<file path="config.mk">
export PLATFORM = sky130hd
export DESIGN_NAME = alu_uart_iface
export DESIGN_NICKNAME = d
export VERILOG_FILES = /design/src/rtl/alu_iface_pkg.sv /design/src/rtl/alu_iface_timer.sv /design/src/rtl/alu_uart_iface.sv
export SDC_FILE = /design/constraint.sdc
export NUM_CORES = 1
export LEC_CHECK = 0
export BUFFER_PORTS_ARGS = -buffer_cell sky130_fd_sc_hd__buf_4
export CAP_MARGIN = 20
export CORE_UTILIZATION = 44
export CTS_BUF_LIST = sky130_fd_sc_hd__clkbuf_16
export CTS_CLUSTER_DIAMETER = 50
export DETAILED_ROUTE_END_ITERATION = 6
export MAX_ROUTING_LAYER = met4
export PLACE_DENSITY_LB_ADDON = 0.2
export SETUP_SLACK_MARGIN = 0.3
export SYNTH_ARGS = -nofsm -noshare
export SYNTH_HDL_FRONTEND = slang
export SYNTH_SLANG_ARGS = --single-unit
</file>
<file path="constraint.sdc">
create_clock -name clock -period 1.3 [get_ports clock]
set_input_delay 0.13 -clock clock [delete_from_list [all_inputs] [get_ports clock]]
set_output_delay 0.13 -clock clock [all_outputs]
set_load 0.05 [all_outputs]
</file>
<file path="src/rtl/alu_iface_pkg.sv">
// Shared definitions for the ALU byte-stream front-end: FSM state encoding and ALU opcodes.
// The opcodes are also used by the ALU itself and by its bench.
package alu_iface_pkg;

  localparam logic [2:0] ST_IDLE_A  = 3'd0;
  localparam logic [2:0] ST_WAIT_B  = 3'd1;
  localparam logic [2:0] ST_WAIT_OP = 3'd2;
  localparam logic [2:0] ST_SEND    = 3'd3;
  localparam logic [2:0] ST_WAIT_TX = 3'd4;

  typedef enum logic [2:0] {
    IDLE_A  = ST_IDLE_A,
    WAIT_B  = ST_WAIT_B,
    WAIT_OP = ST_WAIT_OP,
    SEND    = ST_SEND,
    WAIT_TX = ST_WAIT_TX
  } state_t;

  localparam logic [5:0] OP_ADD = 6'b100000;
  localparam logic [5:0] OP_SUB = 6'b100010;
  localparam logic [5:0] OP_AND = 6'b100100;
  localparam logic [5:0] OP_OR  = 6'b100101;
  localparam logic [5:0] OP_XOR = 6'b100110;
  localparam logic [5:0] OP_SRA = 6'b000011;
  localparam logic [5:0] OP_SRL = 6'b000010;
  localparam logic [5:0] OP_NOR = 6'b100111;

endpackage

</file>
<file path="src/rtl/alu_iface_timer.sv">
// Inter-byte timeout counter for alu_uart_iface. Only compiled when ALU_IFACE_TIMEOUT_EN is defined,
// so the default build carries no counter logic at all.
`ifdef ALU_IFACE_TIMEOUT_EN
module alu_iface_timer #(
  parameter int TIMEOUT_CYCLES = 1_000_000
) (
  input  logic clock,
  input  logic srst,
  input  logic run,
  input  logic clear,
  output logic expired
);

  localparam int CW = $clog2(TIMEOUT_CYCLES + 1);

  logic [CW-1:0] count_reg;

  always_ff @(posedge clock) begin
    if (srst || !run || clear) begin
      count_reg <= '0;
    end else begin
      count_reg <= count_reg + 1'b1;
    end
  end

  // Fires in the last idle cycle so the FSM is back in IDLE_A after exactly TIMEOUT_CYCLES cycles.
  assign expired = run && (count_reg == CW'(TIMEOUT_CYCLES - 1));

endmodule
`endif

</file>
<file path="src/rtl/alu_uart_iface.sv">
// UART byte-stream front-end for the ALU: collects A, B, opcode; transmits the sign-extended result.
// Optional inter-byte timeout enabled by defining ALU_IFACE_TIMEOUT_EN.
module alu_uart_iface
  import alu_iface_pkg::*;
#(
  parameter int NB_DATA  = 8,
  parameter int SIZE_OP  = 8,
  parameter int SIZE_COD = 6
`ifdef ALU_IFACE_TIMEOUT_EN
  ,
  parameter int TIMEOUT_CYCLES = 1_000_000
`endif
) (
  input  logic                clock,
  input  logic                i_reset,
  input  logic [NB_DATA-1:0]  i_rx_data,
  input  logic                i_rx_done,
  input  logic [SIZE_OP-1:0]  i_alu_result,
  output logic [SIZE_OP-1:0]  o_dato_a,
  output logic [SIZE_OP-1:0]  o_dato_b,
  output logic [SIZE_COD-1:0] o_op_code,
  output logic [NB_DATA-1:0]  o_tx_data,
  output logic                o_tx_start,
  input  logic                i_tx_done,
  output logic                o_busy
);

  state_t state_reg, state_next;

  logic [SIZE_OP-1:0]  dato_a_reg;
  logic [SIZE_OP-1:0]  dato_b_reg;
  logic [SIZE_COD-1:0] op_code_reg;
  logic [NB_DATA-1:0]  tx_data_reg;
  logic                tx_start_reg;
  logic [NB_DATA-1:0]  result_ext;
  logic                timeout_expired;

  assign result_ext = NB_DATA'($signed(i_alu_result));

`ifdef ALU_IFACE_TIMEOUT_EN
  alu_iface_timer #(
    .TIMEOUT_CYCLES(TIMEOUT_CYCLES)
  ) u_timer (
    .clock  (clock),
    .srst   (i_reset),
    .run    ((state_reg == WAIT_B) || (state_reg == WAIT_OP)),
    .clear  (i_rx_done),
    .expired(timeout_expired)
  );
`else
  assign timeout_expired = 1'b0;
`endif

  always_ff @(posedge clock) begin
    if (i_reset) begin
      state_reg <= IDLE_A;
    end else begin
      state_reg <= state_next;
    end
  end

  // A received byte always takes priority over a simultaneous timeout expiry.
  always_comb begin
    state_next = state_reg;
    case (state_reg)
      IDLE_A:  if (i_rx_done) state_next = WAIT_B;
      WAIT_B: begin
        if (i_rx_done)            state_next = WAIT_OP;
        else if (timeout_expired) state_next = IDLE_A;
      end
      WAIT_OP: begin
        if (i_rx_done)            state_next = SEND;
        else if (timeout_expired) state_next = IDLE_A;
      end
      SEND:    state_next = WAIT_TX;
      WAIT_TX: if (i_tx_done) state_next = IDLE_A;
      default: state_next = IDLE_A;
    endcase
  end

  always_ff @(posedge clock) begin
    if (i_reset) begin
      dato_a_reg   <= '0;
      dato_b_reg   <= '0;
      op_code_reg  <= '0;
      tx_data_reg  <= '0;
      tx_start_reg <= 1'b0;
    end else begin
      tx_start_reg <= (state_reg == SEND);
      if (state_reg == IDLE_A && i_rx_done)  dato_a_reg  <= i_rx_data[SIZE_OP-1:0];
      if (state_reg == WAIT_B && i_rx_done)  dato_b_reg  <= i_rx_data[SIZE_OP-1:0];
      if (state_reg == WAIT_OP && i_rx_done) op_code_reg <= i_rx_data[SIZE_COD-1:0];
      if (state_reg == SEND)                 tx_data_reg <= result_ext;
    end
  end

  assign o_dato_a   = dato_a_reg;
  assign o_dato_b   = dato_b_reg;
  assign o_op_code  = op_code_reg;
  assign o_tx_data  = tx_data_reg;
  assign o_tx_start = tx_start_reg;
  assign o_busy     = (state_reg == SEND) || (state_reg == WAIT_TX);

endmodule

</file>
==> qor.csv, run 1 <==
metric,value,unit
ir_drop,878.1,µV
r2r-start,state_reg[0]$_SDFFE_PP0P_,
rsz0062_at_grt,yes,
synth_top_area_share,0.4618,
cts_hold_buf,0,
synth.avg_cell_area,10.60,µm²
hold_viol,0,
hpwl,2.024,mm
path_max_fanout,6,
cts_tree,built,
gp_congestion,0.6868,
ys_seq_area_frac,0.4618,
yosys_warnings,0,
syn_inst,139,
dr.pass1.iters,4,
wl_met2,1.389,mm
timing.fmax,731.9,MHz
grtUsageTotal,0.1868,
die-area,3585,µm²
ys_top_cells_by_area,"dfxtp_1 (46%), mux2i_1 (20%), nand2b_1 (20%)",
cp.arrival,1240,ps
fin_nets,216,
pwr-share-clk,0.415,
final_cells,241,
io_buffer_count,51,
worstMarginPinSlew,352.2,ps
finClkSkew,5.256,ps
num_rows,20,
dp_cells,227,
whs,129.2,ps
violations,setup timing,
hold_class,input pin to flip-flop,
setup_ws,-66.33,ps
root_buffer,clkbuf_16,
layout_common_cells,"buf_4 (59), nand2b_1 (48), dfxtp_1 (31)",
final_common_cell,buf_4,
power.switching,646.4,µW
antenna_cells,0,
internal_power,1956,µW
num_vias,1139,
endpoint_kind,output port,
criticalPathCategory,flip-flop to output port,
wl_per_cell,12.15,µm
coreArea,3103,µm²
fillers,249,
clk_latency,270,ps
synth_seq_cells,34,
routed-wl-met3,134,µm
grt_max_degree,51,
mappedNetlistArea,1474,µm²
dpl_cell_area,1913,µm²
first_global_vias,1069,
relSlewSlack,0.7652,
swShare,0.2484,
antenna_found_initial,0,
power_density,1220,nW/µm²
first_iter_violations,31,
topRoutingLayerUsed,met4,
grt_pass1_wl,4.733,mm
cts.reportedPaths.clkPinSlew,50,ps
p_leak,0.0009672,µW
vias_per_cell,4.726,
cp-startpoint,state_reg[0]$_SDFFE_PP0P_,
grt.overflow.total,0,
cts.htree.levels,2,
combPwrFrac,0.159,
min_period_over_period,1.051,
period_minus_slack,1366,ps
die_h,59.88,µm
cts.path.max_buffers,2,
yosys.area.top_type,dfxtp_1,
status,"complete, but fails checks",
final.setup.tns,-66.33,ps
setup_viol,1,
drc,0,
numCtsBuffers,5,
ys_types,18,
start_kind,flip-flop,
hold_path.startpoint,i_alu_result[3],
postLayoutCellArea,2133,µm²
maxCapViolations,0,
wirelength,2.928,mm
m1WireLength,1.373,mm
cts.sinks,34,
io_pins,52,
slew_viol_final,0,
chipWidth,59.88,µm
drive_above_1_share,0.3959,
start_util,0.4750,
area_growth_syn_to_layout,44.74,%
place_ws,27.52,ps
seq_power_share,0.426,
cp.required,1170,ps
syn_nets,159,
ant_nets,0,
synth_stat cells (all sizes together):
library cell  count
dfxtp            34
or3b              1
a211oi            2
a21o              1
buf               6
or4b              2
nand2b           48
nor2              2
mux2i            30
clkbuf            6
and3b             1
nand4bb           1
nand3b            2
nor4b             1
nor4bb            1
a21oi             1
stage by stage:
stage            util  power (µW)
6_report       0.6875        2603
5_1_grt        0.6875        2714
4_1_cts        0.6774        2631
3_5_place_dp   0.6165        1524
3_3_place_gp   0.6165        1516
2_1_floorplan       -        1405
cell families after synthesis:
group | after synthesis | share of synthesized area
DFF | 34 | 0.4618
and+or+nand+nor | 59 | 0.2716
AOI/OAI and AO/OA | 4 | 0.01867
muxes | 30 | 0.2037
buffers and inverters | 12 | 0.04414
repair_timing:
| action | CTS | global route |
|---|---|---|
| pin swaps | 4 | 4 |
| resized for setup | 9 | 1 |
| setup endpoints to repair | 34 | 34 |
| setup buffers | 2 | 4 |
worst max-delay path, cell delays in order (launching register included):
cell and delay, ps:
dfxtp_2 320, buf_6 120, and3b_2 200, a21o_4 180, buf_8 140
layer usage:
| metal | global-route usage | up-vias |
|---|---|---|
| met4 | 0.07973 | 0 |
| met1 | 0.2167 | 530 |
| li1 | - | 579 |
| met3 | 0.04762 | 4 |
| met5 | - | - |
| met2 | 0.3048 | 26 |
layout make-up:
| type | count | area (µm²) | area share |
|---|---|---|---|
| sequential | 34 | 689.4 | 0.3232 |
| timing repair buffer | 62 | 489.2 | 0.2293 |
| tap | 44 | 55.05 | 0.02581 |
| clock buffer | 5 | 125.1 | 0.05865 |
| clock inverter | 3 | 12.51 | 0.005865 |
| multi-input combinational | 93 | 762.0 | 0.3572 |
power groups by stage:
stage                     Combinational [µW]  Clock [µW]  Sequential, µW
after detailed placement                 391           0            1130
after CTS                                411        1110            1110
final                                    414        1080            1110
after global placement                   385           0            1130
after floorplan                          159           0            1250
after global routing                     440        1160            1110
path summary, 6_finish.rpt:
check / end / slack (ps) / depth (start not counted)
setup / recovery: o_busy / -70 / 4
hold / removal: o_tx_data[3]$_SDFFE_PP0P_ / 130 / 3
setup reg to reg: o_dato_a[4]$_SDFFE_PP0P_ / 20 / 3
hold reg to reg: o_dato_b[4]$_SDFFE_PP0P_ / 470 / 2
(Power assumes the default switching activity.)
==> run 2, diff against run 1 <==
ABC_AREA = 1   (was not set)
CORE_UTILIZATION = 42   (was 44)
==> run 2 against run 1 <==
Net effect: the run ends with DRC left; total power rose by 12%; routed wire length rose by 37%; clock power rose by 4%; register-to-register slack improved by 70 ps; combinational power rose by 60%; fmax rose by 9.4%; sequential share of layout area fell by 0.99 points; clock-buffer cell count did not move; synthesized cell count rose by 14%; non-clock buffer count rose by 8.
==> qor.csv, run 2 <==
metric,value,unit
status,"complete, but fails checks",
violations,DRC,
fin_nets,251,
syn_inst,159,
layout_common_cells,"buf_4 (59), dfxtp_1 (31), nor2_1 (25)",
crit_chain,"nand2_4, nor2_4, inv_6, nand2_8, buf_8",
area_growth_syn_to_layout,67.94,%
die_h,57.96,µm
relSlewSlack,0.6614,
first_iter_violations,97,
crit_slowest_cell,dfxtp_4,
die-area,3359,µm²
power_density,1324,nW/µm²
gp_congestion,0.6868,
cts.sinks,34,
synth_xor_xnor_area_share,0,
setup_viol,0,
synth_compound_area_frac,0.1817,
grt.overflow.total,0,
synth_ff_type,dfxtp_1,
cpPeakStageDelay,390,ps
cp.required,1170,ps
synth-edff-count,0,
p_total,2924,µW
finClkSkew,2.514,ps
io_pins,52,
synth.area.mux_share,0,
grtUsageTotal,0.2492,
yosys_warnings,0,
synth_top_area_share,0.5176,
coreArea,2853,µm²
synthAdderAreaFrac,0,
hold_viol,0,
first_global_vias,1364,
yosys.cell_count.top_type,dfxtp_1,
start_util,0.4610,
cts.reportedPaths.clkPinSlew,50,ps
cts.htree.levels,2,
drive_above_1_share,0.5086,
rsz0062_at_grt,yes,
synth-simple-area-share,0.2084,
worstMarginPinSlew,507.3,ps
min_period_over_period,0.9606,
ys_seq_area_frac,0.5176,
setup_ws,51.20,ps
cp.arrival,1120,ps
fillers,201,
clk_latency,280,ps
cts.path.max_buffers,2,
chipWidth,57.96,µm
seq_area,691.9,µm²
syn_nets,179,
yosys.area.top_type,dfxtp_1,
grt_pass1_wl,5.954,mm
start_kind,flip-flop,
final.setup.tns,0,ps
slew_viol_final,0,
io_buffer_count,51,
synth.avg_cell_area,8.271,µm²
final_cells,263,
fin_util,0.7741,
ir_drop,1023,µV
numCtsBuffers,5,
ys_top_cells_by_area,"dfxtp_1 (52%), o21ai_0 (11%), nor2_1 (7.4%)",
root_buffer,clkbuf_16,
ys_types,19,
num_rows,19,
p_leak,0.001001,µW
drc,2,
cts_tree,built,
dp_cells,236,
hold_class,input pin to flip-flop,
wl_per_cell,15.21,µm
vias_per_cell,5.255,
grt_max_degree,31,
antenna_found_initial,0,
final_common_cell,buf_4,
hpwl,2.151,mm
synth_top_family_by_area,simple AND/OR/NAND/NOR gates,
period_minus_slack,1249,ps
criticalPathCategory,flip-flop to output port,
wirelength,4.001,mm
synth_commonest_cells,"dfxtp_1 (34), o21ai_0 (30), nor2_1 (26), inv_1 (18), a21oi_1 (16)",
async_flop_share,0,
mappedNetlistArea,1315,µm²
cts_hold_buf,0,
ant_nets,0,
timing.fmax,800.8,MHz
place_ws,141.4,ps
path_max_fanout,3,
multi_input_area,669.4,µm²
endpoint_kind,output port,
num_vias,1382,
synth_seq_cells,34,
maxCapViolations,0,
antenna_cells,0,
dr.pass1.iters,6,
[run 2: cell types whose count changed in the layout (fill, tap and decap cells not counted), moves of 7 or more]
cell,previous run,this run
nand2b_1,48,0
mux2i_1,30,0
nor2_1,2,25
inv_1,1,18
o21ai_2,0,13
a21oi_1,1,13
o21ai_1,0,10
buf_6,1,8
o21ai_0,0,7
[run 2: path summary, 6_finish.rpt]
| check | slack (ps) | endpoint | from | depth (start not counted) |
|---|---|---|---|---|
| worst min register to register | 440 | o_dato_a[5]$_SDFFE_PP0P_ | o_dato_a[5]$_SDFFE_PP0P_ | 2 |
| worst min-delay path | 40 | state_reg[2]$_SDFFE_PP0P_ | i_reset | 2 |
| worst max register to register | 90 | o_dato_b[6]$_SDFFE_PP0P_ | state_reg[1]$_SDFFE_PP0P_ | 6 |
| worst max-delay path | 50 | o_busy | state_reg[1]$_SDFFE_PP0P_ | 5 |
[run 2: repair_timing]
item / 4_1_cts / 5_1_grt
gates cloned: 2 / 0
setup endpoints to repair: 24 / 35
gates resized for setup: 37 / 28
buffers inserted: 11 / 6
pin swaps: 8 / 12
[run 2: cells by family (layout without fill, tap and decap cells)]
kind of cell	count (synthesis)	count (layout)
flip-flops	34	34
AND/OR/NAND/NOR	51	53
buffers and inverters	27	98
AO/OA/AOI/OAI	47	47
[run 2: worst max-delay path: cells and delay by family (launching register included)]
family                 cells  cell delay [ps]
buffers and inverters      2              190
AND/OR/NAND/NOR            3              260
flip-flops                 1              390
[run 2: layer usage]
metal / global-route usage / wire length [µm] / vias up
li1: - / - / 672
met1: 0.2415 / 1554 / 636
met2: 0.4171 / 2126 / 63
met3: 0.07813 / 253 / 11
met4: 0.1803 / 67 / 0
met5: - / 0 / -
[run 2: cell type report]
cell class / count / area share
multi-input cells: 100 / 0.3031
inverters: 20 / 0.03966
clock inverters: 3 / 0.005666
clock buffers: 5 / 0.05666
flip-flops and latches: 34 / 0.3133
well taps: 31 / 0.01756
repair buffers: 70 / 0.2640
[run 2: stage by stage]
stage               area (µm²)  hold WS [ps]
global route              2208         46.66
CTS                       2063         34.28
floorplan                 1344         185.1
finish                    2208         37.63
global placement          1730         317.7
detailed placement        1730         325.3
[run 2: power by group]
part | internal, µW | switching [µW]
logic | 247 | 416
clock network | 691 | 425
registers | 1100 | 43.3
total | 2040 | 884
==> run 3, diff against run 2 <==
clock period = 1.1 ns   (was 1.3 ns; I/O delays follow)
==> run 3 against run 2 <==
Net effect: the run ends with DRC, setup timing left; total power up 23%; sequential share of layout area down 2.2 points; die area stayed put.
==> qor.csv, run 3 (synthesized netlist as in run 2, its figures left out) <==
metric,value,unit
grt_pass1_wl,6.044,mm
cp.arrival,1440,ps
pwr-share-clk,0.362,
fin_util,0.8798,
hold_class,input pin to flip-flop,
drive_above_1_share,0.6582,
cpPeakStageDelay,370,ps
first_global_vias,1361,
swShare,0.2995,
crit_slowest_cell,dfxtp_4,
final_common_cell,buf_4,
cts.htree.levels,2,
drc,2,
dr.pass1.iters,6,
cts.sinks,34,
root_buffer,clkbuf_16,
r2r_slack,-140,ps
criticalPathCategory,flip-flop to flip-flop,
period_minus_slack,1245,ps
endpoint_kind,flip-flop,
seq_power_share,0.386,
coreArea,2853,µm²
hold_viol,0,
die_h,57.96,µm
start_kind,flip-flop,
antenna_found_initial,0,
p_leak,0.001082,µW
slew_viol_final,0,
num_rows,19,
final.setup.tns,-1363,ps
dpl_cell_area,1753,µm²
cts.reportedPaths.clkPinSlew,50,ps
ant_nets,0,
combPwrFrac,0.251,
crit_chain,"buf_6, clkinv_8, nand3_4, nor2_4, o21ai_1, nor2_1",
vias_per_cell,5.381,
hpwl,2.244,mm
status,"complete, but fails checks",
whs,36.36,ps
cts_tree,built,
regToRegEndpoint,o_dato_b[2]$_SDFFE_PP0P_,
path_max_fanout,8,
power.switching,1080,µW
violations,"DRC, setup timing",
power_density,1437,nW/µm²
min_period_over_period,1.131,
fin_nets,256,
io_buffer_count,51,
min_delay_path_depth,2,
fillers,127,
antenna_cells,0,
worst-path-buf-inv,2,
cts.path.max_buffers,2,
internal_power,2527,µW
r2r_cells,6,
rsz0062_at_grt,yes,
first_iter_violations,56,
grtUsageTotal,0.2499,
wl_per_cell,16.49,µm
relSlewSlack,0.7958,
layout_common_cells,"buf_4 (37), buf_8 (33), dfxtp_2 (31)",
place_ws,-34.78,ps
die-area,3359,µm²
clk_latency,280,ps
finClkSkew,6.489,ps
num_vias,1442,
grt.overflow.total,0,
maxCapViolations,0,
postLayoutCellArea,2510,µm²
ir_drop,1228,µV
crit_family,simple AND/OR/NAND/NOR gates,
chipWidth,57.96,µm
timing.fmax,803.5,MHz
wirelength,4.418,mm
setup_ws,-144.6,ps
grt_max_degree,31,
area_growth_syn_to_layout,90.87,%
numCtsBuffers,5,
cp.required,1290,ps
r2r-start,state_reg[1]$_SDFFE_PP0P_,
hold_path.startpoint,i_reset,
hold_end,state_reg[2]$_SDFFE_PP0P_,
worstMarginPinSlew,306.0,ps
setup_viol,25,
gp_congestion,0.6932,
io_pins,52,
start_util,0.4610,
run 3: cell types whose count changed in the layout (fill, tap and decap cells not counted), sizes merged:
cell and change:
buf +5, clkinv +1, inv -1
run 3: final cells by class:
cell class              count  area (µm²)  area share
repair buffers             75       838.3      0.3340
flip-flops and latches     34       730.7      0.2911
multi-input cells         100       674.4      0.2687
clock buffers               5       125.1     0.04985
inverters                  20       90.09     0.03589
well taps                  31       38.79     0.01545
clock inverters             3       12.51    0.004985
run 3: worst max path at each step:
stage	cells after the start	from	end
2_1_floorplan	5	state_reg[2]$_SDFFE_PP0P_	o_dato_a[6]$_SDFFE_PP0P_
3_3_place_gp	4	state_reg[2]$_SDFFE_PP0P_	o_op_code[5]$_SDFFE_PP0P_
3_5_place_dp	4	state_reg[2]$_SDFFE_PP0P_	o_op_code[0]$_SDFFE_PP0P_
4_1_cts	5	state_reg[0]$_SDFFE_PP0P_	o_busy
5_1_grt	6	state_reg[0]$_SDFFE_PP0P_	state_reg[1]$_SDFFE_PP0P_
6_report	6	state_reg[1]$_SDFFE_PP0P_	o_dato_b[2]$_SDFFE_PP0P_
run 3: layer usage:
metal / routed length [µm] / global-route usage / up-vias
li1: - / - / 681
met1: 1744 / 0.2592 / 701
met2: 2387 / 0.4335 / 48
met3: 197 / 0.06696 / 12
met4: 89 / 0.1259 / 0
met5: 0 / - / -
run 3: stage by stage:
step / power, µW / instances
2_1_floorplan: 1772 / 159
3_5_place_dp: 1981 / 238
4_1_cts: 3506 / 256
3_3_place_gp: 1965 / 238
6_report: 3607 / 268
5_1_grt: 3703 / 268
run 3: timing repair:
action | 4_1_cts | 5_1_grt
setup buffers | 8 | 12
gates resized for setup | 130 | 25
pin swaps | 9 | 13
setup endpoints to repair | 66 | 66
gates cloned | 2 | 0
hold buffers | 0 | 0
endpoints found under the hold margin | 0 | 0
run 3: power by group through the flow:
stage                     Clock (µW)  Combinational [µW]  Sequential (µW)
after global placement             0                 591             1370
after detailed placement           0                 602             1380
after CTS                       1310                 807             1390
after floorplan                    0                 176             1600
final                           1310                 906             1390
after global routing            1360                 948             1400
